==> config.mk <==
export PLATFORM = sky130hd
export DESIGN_NAME = controlador_micro_ondas_flat
export DESIGN_NICKNAME = d
export VERILOG_FILES = /design/src/rtl/controlador_micro_ondas_if.sv /design/src/rtl/controlador_micro_ondas.sv /design/src/flat_wrapper.sv
export SDC_FILE = /design/constraint.sdc
export NUM_CORES = 1
export LEC_CHECK = 0
export ABC_AREA = 1
export BUFFER_PORTS_ARGS = -buffer_cell sky130_fd_sc_hd__buf_2
export CAP_MARGIN = 20
export CORE_UTILIZATION = 50
export DETAILED_ROUTE_END_ITERATION = 8
export PLACE_DENSITY = 0.83
export SLEW_MARGIN = 30
export SYNTH_ARGS = -nofsm -noshare
export SYNTH_HDL_FRONTEND = slang
export SYNTH_SLANG_ARGS = --single-unit
==> constraint.sdc <==
create_clock -name clock -period 1.21 [get_ports clock]
set_input_delay 0.0605 -clock clock [delete_from_list [all_inputs] [get_ports clock]]
set_output_delay 0.0605 -clock clock [all_outputs]
set_load 0.02 [all_outputs]
==> src/rtl/controlador_micro_ondas_if.sv <==
// Front-panel and counter-side signals of the microwave controller.
// The "slave" modport is the controller's view; the "master" modport is the
// view of whatever drives the panel inputs and listens to the counter controls.
interface controlador_micro_ondas_if;
    logic       keypad_valid;
    logic [3:0] keypad_digit;
    logic       start_btn;
    logic       stop_btn;
    logic       door_closed;
    logic       timer_zero;
    logic [3:0] cnt_data;
    logic       cnt_load;
    logic       cnt_loadn;
    logic       cnt_enable;
    logic       cnt_clearn;
    logic       magnetron_on;
    logic       beep;
    logic [2:0] state;

    modport master (
        output keypad_valid, keypad_digit, start_btn, stop_btn, door_closed, timer_zero,
        input  cnt_data, cnt_load, cnt_loadn, cnt_enable, cnt_clearn, magnetron_on, beep, state
    );

    modport slave (
        input  keypad_valid, keypad_digit, start_btn, stop_btn, door_closed, timer_zero,
        output cnt_data, cnt_load, cnt_loadn, cnt_enable, cnt_clearn, magnetron_on, beep, state
    );
endinterface

==> src/rtl/controlador_micro_ondas.sv <==
// Sequencing FSM for the microwave MM:SS timer: loads keypad digits into the
// counter, paces the once-per-tick decrement while cooking, handles pause,
// cancel and the end-of-cook beep.
module controlador_micro_ondas #(
    parameter int TICK_DIV    = 100,
    parameter int DONE_CYCLES = 50
) (
    input logic                      clock,
    input logic                      clearn,
    controlador_micro_ondas_if.slave bus
);

    typedef enum logic [2:0] {
        IDLE  = 3'd0,
        COOK  = 3'd1,
        PAUSE = 3'd2,
        DONE  = 3'd3
    } state_t;

    localparam int PW = (TICK_DIV > 1) ? $clog2(TICK_DIV) : 1;
    localparam int BW = (DONE_CYCLES > 1) ? $clog2(DONE_CYCLES) : 1;
    localparam logic [PW-1:0] PRESC_TOP = PW'(TICK_DIV - 1);
    localparam logic [BW-1:0] BEEP_TOP  = BW'(DONE_CYCLES - 1);

    state_t        cur_state, nxt_state;
    logic [3:0]    data_q, data_d;
    logic          load_q, load_d;
    logic          loadn_q, loadn_d;
    logic          en_q, en_d;
    logic          mag_q, mag_d;
    logic          beep_q, beep_d;
    logic          clr_q, clr_d;
    logic [1:0]    dcnt_q, dcnt_d;
    logic [PW-1:0] presc_q, presc_d;
    logic [BW-1:0] bcnt_q, bcnt_d;
    logic          start_prev, stop_prev;
    logic          start_ev, stop_ev;

    // Button edges; the prev registers reset high so a held button is not an event.
    assign start_ev = bus.start_btn & ~start_prev;
    assign stop_ev  = bus.stop_btn & ~stop_prev;

    assign bus.cnt_data     = data_q;
    assign bus.cnt_load     = load_q;
    assign bus.cnt_loadn    = loadn_q;
    assign bus.cnt_enable   = en_q;
    assign bus.magnetron_on = mag_q;
    assign bus.beep         = beep_q;
    assign bus.state        = cur_state;
    assign bus.cnt_clearn   = clearn & ~clr_q;

    // State and registered outputs; everything returns to idle on reset.
    always_ff @(posedge clock or negedge clearn) begin
        if (!clearn) begin
            cur_state  <= IDLE;
            data_q     <= '0;
            load_q     <= 1'b0;
            loadn_q    <= 1'b0;
            en_q       <= 1'b0;
            mag_q      <= 1'b0;
            beep_q     <= 1'b0;
            clr_q      <= 1'b0;
            dcnt_q     <= '0;
            presc_q    <= '0;
            bcnt_q     <= '0;
            start_prev <= 1'b1;
            stop_prev  <= 1'b1;
        end else begin
            cur_state  <= nxt_state;
            data_q     <= data_d;
            load_q     <= load_d;
            loadn_q    <= loadn_d;
            en_q       <= en_d;
            mag_q      <= mag_d;
            beep_q     <= beep_d;
            clr_q      <= clr_d;
            dcnt_q     <= dcnt_d;
            presc_q    <= presc_d;
            bcnt_q     <= bcnt_d;
            start_prev <= bus.start_btn;
            stop_prev  <= bus.stop_btn;
        end
    end

    // Next state and next output values; a cancel in IDLE takes precedence over entry and start.
    always_comb begin
        nxt_state = cur_state;
        data_d    = data_q;
        load_d    = 1'b0;
        en_d      = 1'b0;
        clr_d     = 1'b0;
        dcnt_d    = dcnt_q;
        presc_d   = presc_q;
        bcnt_d    = bcnt_q;

        case (cur_state)
            IDLE: begin
                if (stop_ev) begin
                    clr_d  = 1'b1;
                    dcnt_d = '0;
                end else begin
                    if (bus.keypad_valid && bus.keypad_digit <= 4'd9 && dcnt_q < 2'd3) begin
                        load_d = 1'b1;
                        data_d = bus.keypad_digit;
                        dcnt_d = dcnt_q + 2'd1;
                    end
                    if (start_ev && bus.door_closed && !bus.timer_zero) begin
                        nxt_state = COOK;
                        presc_d   = '0;
                    end
                end
            end
            COOK: begin
                if (bus.timer_zero) begin
                    nxt_state = DONE;
                    bcnt_d    = '0;
                end else if (!bus.door_closed || stop_ev) begin
                    nxt_state = PAUSE;
                end else if (presc_q == PRESC_TOP) begin
                    en_d    = 1'b1;
                    presc_d = '0;
                end else begin
                    presc_d = presc_q + PW'(1);
                end
            end
            PAUSE: begin
                if (stop_ev) begin
                    nxt_state = IDLE;
                    clr_d     = 1'b1;
                    dcnt_d    = '0;
                end else if (start_ev && bus.door_closed) begin
                    nxt_state = COOK;
                end
            end
            DONE: begin
                if (stop_ev || bcnt_q == BEEP_TOP) begin
                    nxt_state = IDLE;
                    clr_d     = 1'b1;
                    dcnt_d    = '0;
                end else begin
                    bcnt_d = bcnt_q + BW'(1);
                end
            end
            default: nxt_state = IDLE;
        endcase

        mag_d   = (nxt_state == COOK);
        beep_d  = (nxt_state == DONE);
        loadn_d = (nxt_state != IDLE);
    end

endmodule

==> src/flat_wrapper.sv <==
// flat-port wrapper written by rule: the top's interface ports become plain ports
module controlador_micro_ondas_flat 
#(
    parameter int TICK_DIV    = 100,
    parameter int DONE_CYCLES = 50
)
  (clock, clearn, bus_keypad_valid, bus_keypad_digit, bus_start_btn, bus_stop_btn, bus_door_closed, bus_timer_zero, bus_cnt_data, bus_cnt_load, bus_cnt_loadn, bus_cnt_enable, bus_cnt_clearn, bus_magnetron_on, bus_beep, bus_state);
  controlador_micro_ondas_if bus_i ();
  input logic clock;
  input logic clearn;
  input wire logic [$bits(bus_i.keypad_valid)-1:0] bus_keypad_valid;
  input wire logic [$bits(bus_i.keypad_digit)-1:0] bus_keypad_digit;
  input wire logic [$bits(bus_i.start_btn)-1:0] bus_start_btn;
  input wire logic [$bits(bus_i.stop_btn)-1:0] bus_stop_btn;
  input wire logic [$bits(bus_i.door_closed)-1:0] bus_door_closed;
  input wire logic [$bits(bus_i.timer_zero)-1:0] bus_timer_zero;
  output wire logic [$bits(bus_i.cnt_data)-1:0] bus_cnt_data;
  output wire logic [$bits(bus_i.cnt_load)-1:0] bus_cnt_load;
  output wire logic [$bits(bus_i.cnt_loadn)-1:0] bus_cnt_loadn;
  output wire logic [$bits(bus_i.cnt_enable)-1:0] bus_cnt_enable;
  output wire logic [$bits(bus_i.cnt_clearn)-1:0] bus_cnt_clearn;
  output wire logic [$bits(bus_i.magnetron_on)-1:0] bus_magnetron_on;
  output wire logic [$bits(bus_i.beep)-1:0] bus_beep;
  output wire logic [$bits(bus_i.state)-1:0] bus_state;
  assign bus_i.keypad_valid = bus_keypad_valid;
  assign bus_i.keypad_digit = bus_keypad_digit;
  assign bus_i.start_btn = bus_start_btn;
  assign bus_i.stop_btn = bus_stop_btn;
  assign bus_i.door_closed = bus_door_closed;
  assign bus_i.timer_zero = bus_timer_zero;
  assign bus_cnt_data = bus_i.cnt_data;
  assign bus_cnt_load = bus_i.cnt_load;
  assign bus_cnt_loadn = bus_i.cnt_loadn;
  assign bus_cnt_enable = bus_i.cnt_enable;
  assign bus_cnt_clearn = bus_i.cnt_clearn;
  assign bus_magnetron_on = bus_i.magnetron_on;
  assign bus_beep = bus_i.beep;
  assign bus_state = bus_i.state;
  controlador_micro_ondas #(.TICK_DIV(TICK_DIV), .DONE_CYCLES(DONE_CYCLES)) u_core (.clock(clock), .clearn(clearn), .bus(bus_i));
endmodule
==> impl_metrics.json, run 1 <==
{
  "pwr_density_cell_nw_per_um2": 953,
  "grt_max_degree": 31,
  "detail-route-antenna-nets": 0,
  "cell_internal_pwr_mw": 1.54,
  "area_of_the_multi_input_gates_um2": 867,
  "post_synthesis_instance_total": 201,
  "synthDominantAreaCellType": "sky130_fd_sc_hd__dfrtp_1",
  "first_pass_grt_wire_length_um": 6150,
  "drv.max_cap_violation_count": 0,
  "sw_frac_of_total_pct": 30.0,
  "antenna_cells": 0,
  "ys_ff_latch": 30,
  "setup_slack_ps": -177,
  "post-dp-hpwl_um": 2440,
  "power_mw": 2.19,
  "gp_congestion": 0.883,
  "clock.fmax_ghz": 0.721,
  "most-common-layout-cells": "49 x sky130_fd_sc_hd__nand2_1, 25 x sky130_fd_sc_hd__dfrtp_1, 23 x sky130_fd_sc_hd__buf_2, 23 x sky130_fd_sc_hd__buf_4, 22 x sky130_fd_sc_hd__inv_1",
  "result_of_the_run": "finished with violations",
  "critical_path.reg2reg.startpoint": "u_core.stop_prev",
  "placement.cell_area_um2": 1970,
  "area_delta_synth_final_pct": 42.6,
  "timing.setup.critical_path_class": "flip-flop to flip-flop",
  "final_design_utilization_pct": 75.5,
  "dieWidth_um": 58.8,
  "timing.critical_path.from": "u_core.stop_prev",
  "worst-endpoint-arrival_ps": 1660,
  "layout_commonest_cell": "sky130_fd_sc_hd__nand2_1",
  "floorplan.die.height_um": 58.8,
  "wire_per_inst_um": 13.9,
  "timing.critical_path.slowest_stage_cell": "sky130_fd_sc_hd__dfstp_2",
  "path_buf_inv": 1,
  "tritoncts": "done",
  "critical_path.max_fanout": 3,
  "layout.area.seq_um2": 757,
  "stdcell_count": 311,
  "fin_crit_ps": 1390,
  "netlist_area_um2": 1620,
  "vias": 1506,
  "p_seq_share_pct": 51.5,
  "synth_sequential_area_ratio_pct": 46.6,
  "number_of_input_and_output_port_buffers_inserted": 23,
  "grt_setup_unrepaired": "yes",
  "timing.critical_path.to_type": "flip-flop",
  "initial_utilization_pct": 52.9,
  "mappedNetlistNets": 216,
  "worst-path-stages": 7,
  "postSynthAreaPerCell_um2": 8.04,
  "fp.coreArea_um2": 3050,
  "cts.sink_count": 30,
  "path_clk_slew_ps": 100,
  "clock-root-buffer": "sky130_fd_sc_hd__clkbuf_4",
  "fill_cell_count": 208,
  "final_hold_slack_ps": 132,
  "power.clock.fraction_pct": 29.1,
  "r2r_cells": 7,
  "antenna_found_initial": 0,
  "cp_cell_sequence": "inv_2 > nand2_4 > nand3_4 > or2_0 > nand2_1 > nor2_4 > nor2_1",
  "start_kind": "flip-flop",
  "failing_checks": "negative setup slack",
  "leakagePower_nw": 1.22,
  "power.net_switching_uw": 658,
  "core.rowCount": 20,
  "drt-total-wl_um": 4320,
  "netlist_top_cells_area": "sky130_fd_sc_hd__dfrtp_1 43%, sky130_fd_sc_hd__nand2_1 14%, sky130_fd_sc_hd__inv_1 6.5%",
  "critical_path.top_delay_family": "simple AND/OR/NAND/NOR gates",
  "r2r_setup_slack_ps": -180,
  "critical_path.max_stage_delay_ps": 580,
  "final_layout_size_suffix_gt1_share_pct": 45.3,
  "floorplan.io_pins": 24,
  "cts_max_path_buffers": 2,
  "slew_viol_final": 0,
  "dpl.cell_count": 291,
  "clock_skew_ps": 4.53,
  "r2r-end": "u_core.bus.magnetron_on",
  "worst_hold_path_type": "input port to flip-flop",
  "max_rail_drop_vdd_mv": 0.763,
  "finalHoldViolCount": 0,
  "die_area_um2": 3460,
  "cts_buffers": 5,
  "comb_power_share_pct": 19.4,
  "drt_pre_antenna_iters": 4,
  "layout_net_count": 281,
  "globalRoute.totalOverflow": 0,
  "grt_pass1_vias": 1386,
  "finalCritPeriodShare_pct": 115,
  "worstSkewPairLatency_ps": 330,
  "ys_warn_count": 0,
  "drt-vias-per-instance": 4.84,
  "drc_errors": 0,
  "synth_cell_types": 25,
  "stdcell_area_um2": 2300,
  "first_iter_violations": 50,
  "maximum_level_of_the_cts_h_tree": 2,
  "setup_viol_count_final": 22,
  "grt_usage_pct": 24.8,
  "netlist.area_leader.share_pct": 43.4,
  "timing.critical_path.to": "u_core.bus.magnetron_on",
  "crit_required_ps": 1480
}
## per-stage QoR
step / TNS, ps / setup WS, ps
2_1_floorplan: -537 / -66.3
3_3_place_gp: -1140 / -87.1
3_5_place_dp: -1710 / -112
4_1_cts: -929 / -105
5_1_grt: -3510 / -225
6_report: -2170 / -177
## power groups by stage
stage	Clock, mW	Sequential (mW)	Combinational (mW)
floorplan	0	1.18	0.121
global placement	0	1.13	0.302
detailed placement	0	1.13	0.318
CTS	0.639	1.12	0.376
global route	0.696	1.14	0.459
finish	0.640	1.13	0.425
## how the worst min path moves through the flow
stage,start,to,slack (ps),depth (start not counted)
after CTS,bus_stop_btn,u_core.clr_q,60,3
after floorplan,clearn,u_core.bcnt_q[0],-240,0
final,bus_keypad_valid,u_core.bus.cnt_load,130,5
after detailed placement,clearn,u_core.presc_q[2],120,2
after global placement,clearn,u_core.presc_q[2],120,2
after global routing,bus_keypad_valid,u_core.bus.cnt_load,140,5
## registers in the layout (all words and copies together) (netlist names)
register and count:
u_core.bus.cnt_load 1, u_core.bus.cnt_data 4, u_core.dcnt_q 2, u_core.start_prev 1, u_core.bus.cnt_loadn 1, u_core.bcnt_q 6, u_core.bus.beep 1, u_core.bus.state 3
u_core.stop_prev 1, u_core.clr_q 1, u_core.presc_q 7, u_core.bus.cnt_enable 1, u_core.bus.magnetron_on 1
## repair_timing
item | in CTS | in global routing
hold buffers | 7 | 0
setup endpoints to repair | 25 | 26
pin swaps | 11 | 13
endpoints found under the hold margin | 34 | 0
buffers inserted | 5 | 2
resized for setup | 27 | 22
## Yosys cell counts (all sizes together)
cell type / number
a21oi: 2
buf: 2
conb: 1
dfrtp: 28
dfstp: 2
ha: 4
inv: 30
mux2i: 1
nand2: 70
nand3: 19
nand3b: 1
nand4: 3
nor2: 23
o21ai: 9
or2: 2
xor2: 4
## layer usage
layer	track usage [%]	wire length (um)	up-vias
met5	0	0	-
met4	9.52	97	0
met3	5.93	185	9
met2	44.5	2340	50
met1	28.4	1700	704
li1	-	-	743
## worst register-to-register path, stage by stage, from the launching register on
cell	delay [ps]
sky130_fd_sc_hd__dfstp_2	580
sky130_fd_sc_hd__inv_2	60
sky130_fd_sc_hd__nand2_4	100
sky130_fd_sc_hd__nand3_4	100
sky130_fd_sc_hd__or2_0	230
sky130_fd_sc_hd__nand2_1	110
sky130_fd_sc_hd__nor2_4	60
sky130_fd_sc_hd__nor2_1	80
## cells by family after synthesis
logic type      synth area share (%)
buf+inv                         8.29
fa+ha+maj                       3.10
flops                           46.6
xor+xnor                        2.17
other cells                    0.232
simple gates                    34.4
mux                            0.620
compound gates                  4.57
## layout make-up
| type | count | share of cell area (%) |
|---|---|---|
| Sequential cell | 30 | 32.9 |
| Inverter | 30 | 5.21 |
| Timing Repair Buffer | 60 | 19.3 |
| Clock buffer | 8 | 2.55 |
| Multi-Input combinational cell | 139 | 37.6 |
| Tap cell | 44 | 2.39 |
Power figures use the tool's default switching activity.
==> run 2: changes to the inputs <==
--- a/config.mk
+++ b/config.mk
@@ -8,9 +8,11 @@
 export ABC_AREA = 1
 export BUFFER_PORTS_ARGS = -buffer_cell sky130_fd_sc_hd__buf_2
 export CAP_MARGIN = 20
-export CORE_UTILIZATION = 50
+export CORE_UTILIZATION = 53
+export CTS_BUF_LIST = sky130_fd_sc_hd__clkbuf_4
 export DETAILED_ROUTE_END_ITERATION = 8
-export PLACE_DENSITY = 0.83
+export PLACE_DENSITY = 0.87
+export REMOVE_ABC_BUFFERS = 1
 export SLEW_MARGIN = 30
 export SYNTH_ARGS = -nofsm -noshare
 export SYNTH_HDL_FRONTEND = slang
==> run 2 against run 1 <==
The flow still finishes with violations (negative setup slack). Wire length grew 43%. Clock-buffer cell count is 3 lower. First-iteration DRC count rose to 2.7 times the previous value. Register-to-register slack lost 120 ps. Sequential power hardly changed. Clock skew increased by 13 ps. Core utilization rose by 8.7 points. Final area rose by 3.3%. Flip-flop and latch count stayed put. Highest routed layer unchanged.
==> impl_metrics.json, run 2 (same netlist as run 1, synthesis figures left out) <==
{
  "clock.fmax_ghz": 0.664,
  "cts_buffers": 5,
  "timing.critical_path.slowest_stage_cell": "sky130_fd_sc_hd__dfrtp_1",
  "fp.coreArea_um2": 2830,
  "timing.setup.tns_ps": -5300,
  "area_of_the_multi_input_gates_um2": 965,
  "tritoncts": "done",
  "grt_max_degree": 31,
  "crit_required_ps": 1450,
  "slew_viol_final": 0,
  "drc_errors": 0,
  "fill_cell_count": 118,
  "final_layout_size_suffix_gt1_share_pct": 51.7,
  "drt-total-wl_um": 6170,
  "floorplan.io_pins": 24,
  "r2r_setup_slack_ps": -300,
  "setup_slack_ps": -296,
  "grt_pass1_vias": 1591,
  "timing.setup.critical_path_class": "flip-flop to flip-flop",
  "setup_viol_count_final": 27,
  "critical_path.max_stage_delay_ps": 430,
  "grt_setup_unrepaired": "yes",
  "cts_max_path_buffers": 2,
  "worstSkewPairLatency_ps": 350,
  "drt-vias-per-instance": 6.09,
  "gp_congestion": 0.810,
  "cts.sink_count": 30,
  "finalCritPeriodShare_pct": 124,
  "max_rail_drop_vdd_mv": 0.925,
  "critical_path.max_fanout": 6,
  "critical_path.top_delay_family": "simple AND/OR/NAND/NOR gates",
  "r2r_cells": 7,
  "maximum_level_of_the_cts_h_tree": 2,
  "core.rowCount": 19,
  "first_pass_grt_wire_length_um": 7360,
  "wire_per_inst_um": 20.6,
  "post-dp-hpwl_um": 2450,
  "clock-root-buffer": "sky130_fd_sc_hd__clkbuf_4",
  "worst-path-stages": 7,
  "die_area_um2": 3270,
  "critical_path.reg2reg.startpoint": "u_core.bcnt_q[1]",
  "drv.max_cap_violation_count": 0,
  "layout.area.seq_um2": 754,
  "failing_checks": "negative setup slack",
  "result_of_the_run": "finished with violations",
  "leakagePower_nw": 1.27,
  "globalRoute.totalOverflow": 0,
  "stdcell_count": 300,
  "start_kind": "flip-flop",
  "number_of_input_and_output_port_buffers_inserted": 23,
  "detail-route-antenna-nets": 0,
  "layout_net_count": 283,
  "finalHoldViolCount": 0,
  "pwr_density_cell_nw_per_um2": 949,
  "area_delta_synth_final_pct": 47.3,
  "dpl.cell_count": 274,
  "first_iter_violations": 135,
  "timing.critical_path.from": "u_core.bcnt_q[1]",
  "path_clk_slew_ps": 110,
  "timing.critical_path.to": "u_core.bus.magnetron_on",
  "floorplan.die.height_um": 57.2,
  "layout_commonest_cell": "sky130_fd_sc_hd__nand2_1",
  "initial_utilization_pct": 57.1,
  "cp_cell_sequence": "inv_2 > ha_4 > nand4_1 > nand3_4 > nand2_4 > nor2_4 > nor2_1",
  "most-common-layout-cells": "36 x sky130_fd_sc_hd__nand2_1, 27 x sky130_fd_sc_hd__buf_4, 27 x sky130_fd_sc_hd__dfrtp_1, 25 x sky130_fd_sc_hd__nand2_2, 23 x sky130_fd_sc_hd__buf_2",
  "path_buf_inv": 1,
  "r2r-end": "u_core.bus.magnetron_on",
  "clock_skew_ps": 18.0,
  "worst_hold_path_type": "input port to flip-flop",
  "fin_crit_ps": 1510,
  "drt_pre_antenna_iters": 6,
  "vias": 1827,
  "antenna_found_initial": 0,
  "largest-register": "u_core.presc_q",
  "dieWidth_um": 57.2,
  "antenna_cells": 0,
  "largest_register_ff_count": 7,
  "timing.critical_path.to_type": "flip-flop",
  "worst-endpoint-arrival_ps": 1750,
  "grt_usage_pct": 30.3
}
==> run 2: worst min-delay path by stage <==
stage / from / endpoint / depth (start not counted)
3_5_place_dp: clearn / u_core.clr_q / 2
4_1_cts: bus_timer_zero / u_core.bus.beep / 3
6_report: bus_stop_btn / u_core.clr_q / 3
2_1_floorplan: clearn / u_core.bcnt_q[0] / 0
3_3_place_gp: clearn / u_core.clr_q / 2
5_1_grt: bus_stop_btn / u_core.clr_q / 3
==> run 2: worst register-to-register path, cell delays in order, from the launching register on <==
cell and delay, ps:
sky130_fd_sc_hd__dfrtp_1 430, sky130_fd_sc_hd__inv_2 90, sky130_fd_sc_hd__ha_4 110, sky130_fd_sc_hd__nand4_1 180, sky130_fd_sc_hd__nand3_4 260, sky130_fd_sc_hd__nand2_4 90
sky130_fd_sc_hd__nor2_4 160, sky130_fd_sc_hd__nor2_1 70
==> run 2: cell type report <==
cell class | instances | area share [%]
Timing Repair inverter | 1 | 0.473
Inverter | 30 | 5.68
Tap cell | 31 | 1.63
Clock inverter | 3 | 0.683
Timing Repair Buffer | 60 | 17.7
Sequential cell | 30 | 31.7
Clock buffer | 5 | 1.58
Multi-Input combinational cell | 140 | 40.5
==> run 2: stage by stage <==
stage	total power, mW	hold WS (ps)	setup WS [ps]	area, um2	util (%)
after floorplan	1.30	-235	-494	1600	-
after global placement	1.44	101	-97.7	1910	67.4
after detailed placement	1.46	105	-143	1910	67.4
after CTS	2.08	60.9	-121	2140	75.5
after global routing	2.31	69.0	-312	2380	84.1
final	2.26	67.2	-296	2380	84.1
==> run 2: per-layer routing <==
layer  up-vias  wire (um)  global-route usage (%)
met5         -          0                       0
met4         0        428                    11.5
met3        50        641                    6.58
met2       159       2850                    51.3
met1       866       2250                    38.2
li1        752          -                       -
==> run 2: repair_timing <==
item                                   4_1_cts  5_1_grt
pin swaps                                    0       16
hold buffers                                 7        0
buffers inserted                             5        5
setup endpoints to repair                   23       26
endpoints found under the hold margin       34        0
gates resized for setup                     21       57
gates cloned                                 0        2
==> run 2: where the power goes <==
group          internal (mW)  switching, mW  total (mW)
Combinational          0.202          0.302       0.504
Clock                  0.216          0.396       0.612
Sequential              1.07         0.0688        1.14
==> run 3: changes to the inputs <==
--- a/config.mk
+++ b/config.mk
@@ -6,12 +6,12 @@
 export NUM_CORES = 1
 export LEC_CHECK = 0
 export ABC_AREA = 1
-export BUFFER_PORTS_ARGS = -buffer_cell sky130_fd_sc_hd__buf_2
+export BUFFER_PORTS_ARGS = -buffer_cell sky130_fd_sc_hd__buf_4
 export CAP_MARGIN = 20
-export CORE_UTILIZATION = 53
+export CORE_UTILIZATION = 55
 export CTS_BUF_LIST = sky130_fd_sc_hd__clkbuf_4
 export DETAILED_ROUTE_END_ITERATION = 8
-export PLACE_DENSITY = 0.87
+export PLACE_DENSITY = 0.86
 export REMOVE_ABC_BUFFERS = 1
 export SLEW_MARGIN = 30
 export SYNTH_ARGS = -nofsm -noshare
==> constraint.sdc (replaced) <==
create_clock -name clock -period 1.55 [get_ports clock]
set_input_delay 0.0775 -clock clock [delete_from_list [all_inputs] [get_ports clock]]
set_output_delay 0.0775 -clock clock [all_outputs]
set_load 0.02 [all_outputs]
==> run 3 against run 2 <==
The flow now finishes without violations. Register-to-register slack improved by 450 ps. Clock skew is 7.6 ps lower. Clock-buffer cell count grew 1. Global-route usage is 7.1 points lower. First-iteration DRC count decreased by 75%. Die area shrank 3.5%. Final area is 18% lower. Highest routed layer unchanged.
==> impl_metrics.json, run 3 (same netlist as run 1, synthesis figures left out) <==
{
  "slew_viol_final": 0,
  "critical_path.reg2reg.startpoint": "u_core.bus.state[2]",
  "maximum_level_of_the_cts_h_tree": 2,
  "power_mw": 1.59,
  "stdcell_count": 272,
  "finalHoldViolCount": 0,
  "grt_util_met3_pct": 6.05,
  "post-dp-hpwl_um": 2140,
  "placement.cell_area_um2": 1840,
  "comb_power_share_pct": 16.3,
  "postCtsSetupRepairBufs": 0,
  "result_of_the_run": "finished clean",
  "cts_max_path_buffers": 2,
  "path_clk_slew_ps": 100,
  "timing.setup.tns_ps": 0,
  "area_delta_synth_final_pct": 21.5,
  "worst-endpoint-arrival_ps": 1610,
  "most-common-layout-cells": "59 x sky130_fd_sc_hd__nand2_1, 28 x sky130_fd_sc_hd__dfrtp_1, 27 x sky130_fd_sc_hd__inv_1, 27 x sky130_fd_sc_hd__buf_4",
  "floorplan.die.height_um": 56.2,
  "stdcell_area_um2": 1960,
  "worst_hold_path_type": "input port to flip-flop",
  "area_of_the_multi_input_gates_um2": 728,
  "antenna_found_initial": 0,
  "number_of_input_and_output_port_buffers_inserted": 23,
  "clock.fmax_ghz": 0.717,
  "layout_net_count": 255,
  "finalCritPeriodShare_pct": 90.0,
  "sw_frac_of_total_pct": 28.5,
  "gp_congestion": 0.823,
  "grt_usage_pct": 23.2,
  "preCtsSetupSlack_ps": 203,
  "antenna_cells": 0,
  "worstSkewPairLatency_ps": 330,
  "leakagePower_nw": 1.07,
  "fill_cell_count": 194,
  "vias": 1405,
  "met2_usage_pct": 38.6,
  "drt-vias-per-instance": 5.17,
  "globalRouteMet1Util_pct": 28.5,
  "dpl.cell_count": 257,
  "timing.setup.critical_path_class": "flip-flop to flip-flop",
  "grt_max_degree": 31,
  "worstHoldStart": "bus_timer_zero",
  "first_iter_violations": 34,
  "drv.max_cap_violation_count": 0,
  "layout_commonest_cell": "sky130_fd_sc_hd__nand2_1",
  "critical_path.max_fanout": 10,
  "timing.critical_path.to_type": "flip-flop",
  "max_rail_drop_vdd_mv": 0.921,
  "cts_buffers": 5,
  "pwr_density_cell_nw_per_um2": 808,
  "wire_per_inst_um": 12.1,
  "setup_viol_count_final": 0,
  "fp.coreArea_um2": 2760,
  "core.rowCount": 19,
  "final_layout_size_suffix_gt1_share_pct": 26.1,
  "layout.area.seq_um2": 753,
  "power.net_switching_uw": 452,
  "grt-busiest-layer": "met2",
  "floorplan.io_pins": 24,
  "largest_register_ff_count": 7,
  "detail-route-antenna-nets": 0,
  "power.clock.fraction_pct": 28.3,
  "grt_pass1_vias": 1348,
  "first_pass_grt_wire_length_um": 5590,
  "die_area_um2": 3160,
  "initial_utilization_pct": 58.6,
  "globalRoute.totalOverflow": 0,
  "setup_slack_ps": 155,
  "crit_required_ps": 1760,
  "drc_errors": 0,
  "p_seq_share_pct": 55.4,
  "clock-root-buffer": "sky130_fd_sc_hd__clkbuf_4",
  "drt_pre_antenna_iters": 4,
  "cell_internal_pwr_mw": 1.13,
  "largest-register": "u_core.presc_q",
  "dieWidth_um": 56.2,
  "drt-total-wl_um": 3300,
  "grt_setup_unrepaired": "no",
  "start_kind": "flip-flop",
  "tritoncts": "done",
  "fin_crit_ps": 1390,
  "timing.critical_path.from": "u_core.bus.state[2]",
  "clock_skew_ps": 10.4,
  "cts.sink_count": 30
}
[run 3: changes by cell type in the layout (fill, tap and decap cells not counted), moves of 6 or more]
cell,before,now
sky130_fd_sc_hd__buf_2,23,0
sky130_fd_sc_hd__inv_1,21,27
sky130_fd_sc_hd__nand2_1,36,59
sky130_fd_sc_hd__nand2_2,25,9
sky130_fd_sc_hd__nand2_4,8,2
sky130_fd_sc_hd__nand3_1,10,17
[run 3: worst paths after layout]
kind,endpoint,slack (ps),cells past startpoint
setup / recovery,u_core.bcnt_q[2],160,9
hold / removal,u_core.bus.beep,100,3
setup reg to reg,u_core.bcnt_q[2],160,9
hold reg to reg,u_core.bus.cnt_data[0],500,2
max in group asynchronous,u_core.start_prev,940,3
min in group asynchronous,u_core.clr_q,280,3
[run 3: layout make-up]
type                            instances  area share [%]
Inverter                               30            5.87
Clock inverter                          2           0.446
Tap cell                               31            1.98
Timing Repair Buffer                   34            13.9
Clock buffer                            6            2.30
Multi-Input combinational cell        139            37.1
Sequential cell                        30            38.4
[run 3: critical path: stages, from the launching register on]
cell and delay, ps:
sky130_fd_sc_hd__dfrtp_1 430, sky130_fd_sc_hd__inv_1 80, sky130_fd_sc_hd__nand2_1 50, sky130_fd_sc_hd__nor2_1 170
sky130_fd_sc_hd__buf_4 210, sky130_fd_sc_hd__nand2_4 60, sky130_fd_sc_hd__nand2_4 120, sky130_fd_sc_hd__inv_4 50
sky130_fd_sc_hd__nand2_1 50, sky130_fd_sc_hd__nand2_1 50
[run 3: power groups by stage]
| stage | registers [mW] | logic, mW | clock network, mW |
|---|---|---|---|
| after detailed placement | 0.889 | 0.238 | 0 |
| after global placement | 0.887 | 0.230 | 0 |
| after global routing | 0.885 | 0.286 | 0.495 |
| after CTS | 0.876 | 0.253 | 0.460 |
| after floorplan | 0.919 | 0.0927 | 0 |
| final | 0.878 | 0.258 | 0.449 |
[run 3: per-layer routing]
layer  part of all wire, %  vias up  wire [um]
li1                      -      696          -
met1                    43      660       1420
met2                    50       40       1660
met3                   4.8        9        157
met4                   1.9        0         64
met5                     0        -          0
[run 3: repair_timing]
item / 4_1_cts / 5_1_grt
setup endpoints to repair: 0 / 1
hold endpoints to repair: 34 / 0
hold buffers: 7 / 0
resized for setup: 0 / 1
[run 3: metrics by stage]
stage,hold WS (ps),utilization (%)
final,95.8,71.1
after global routing,88.7,71.1
after CTS,74.9,71.1
after detailed placement,117,66.7
after global placement,116,66.7
after floorplan,-218,-
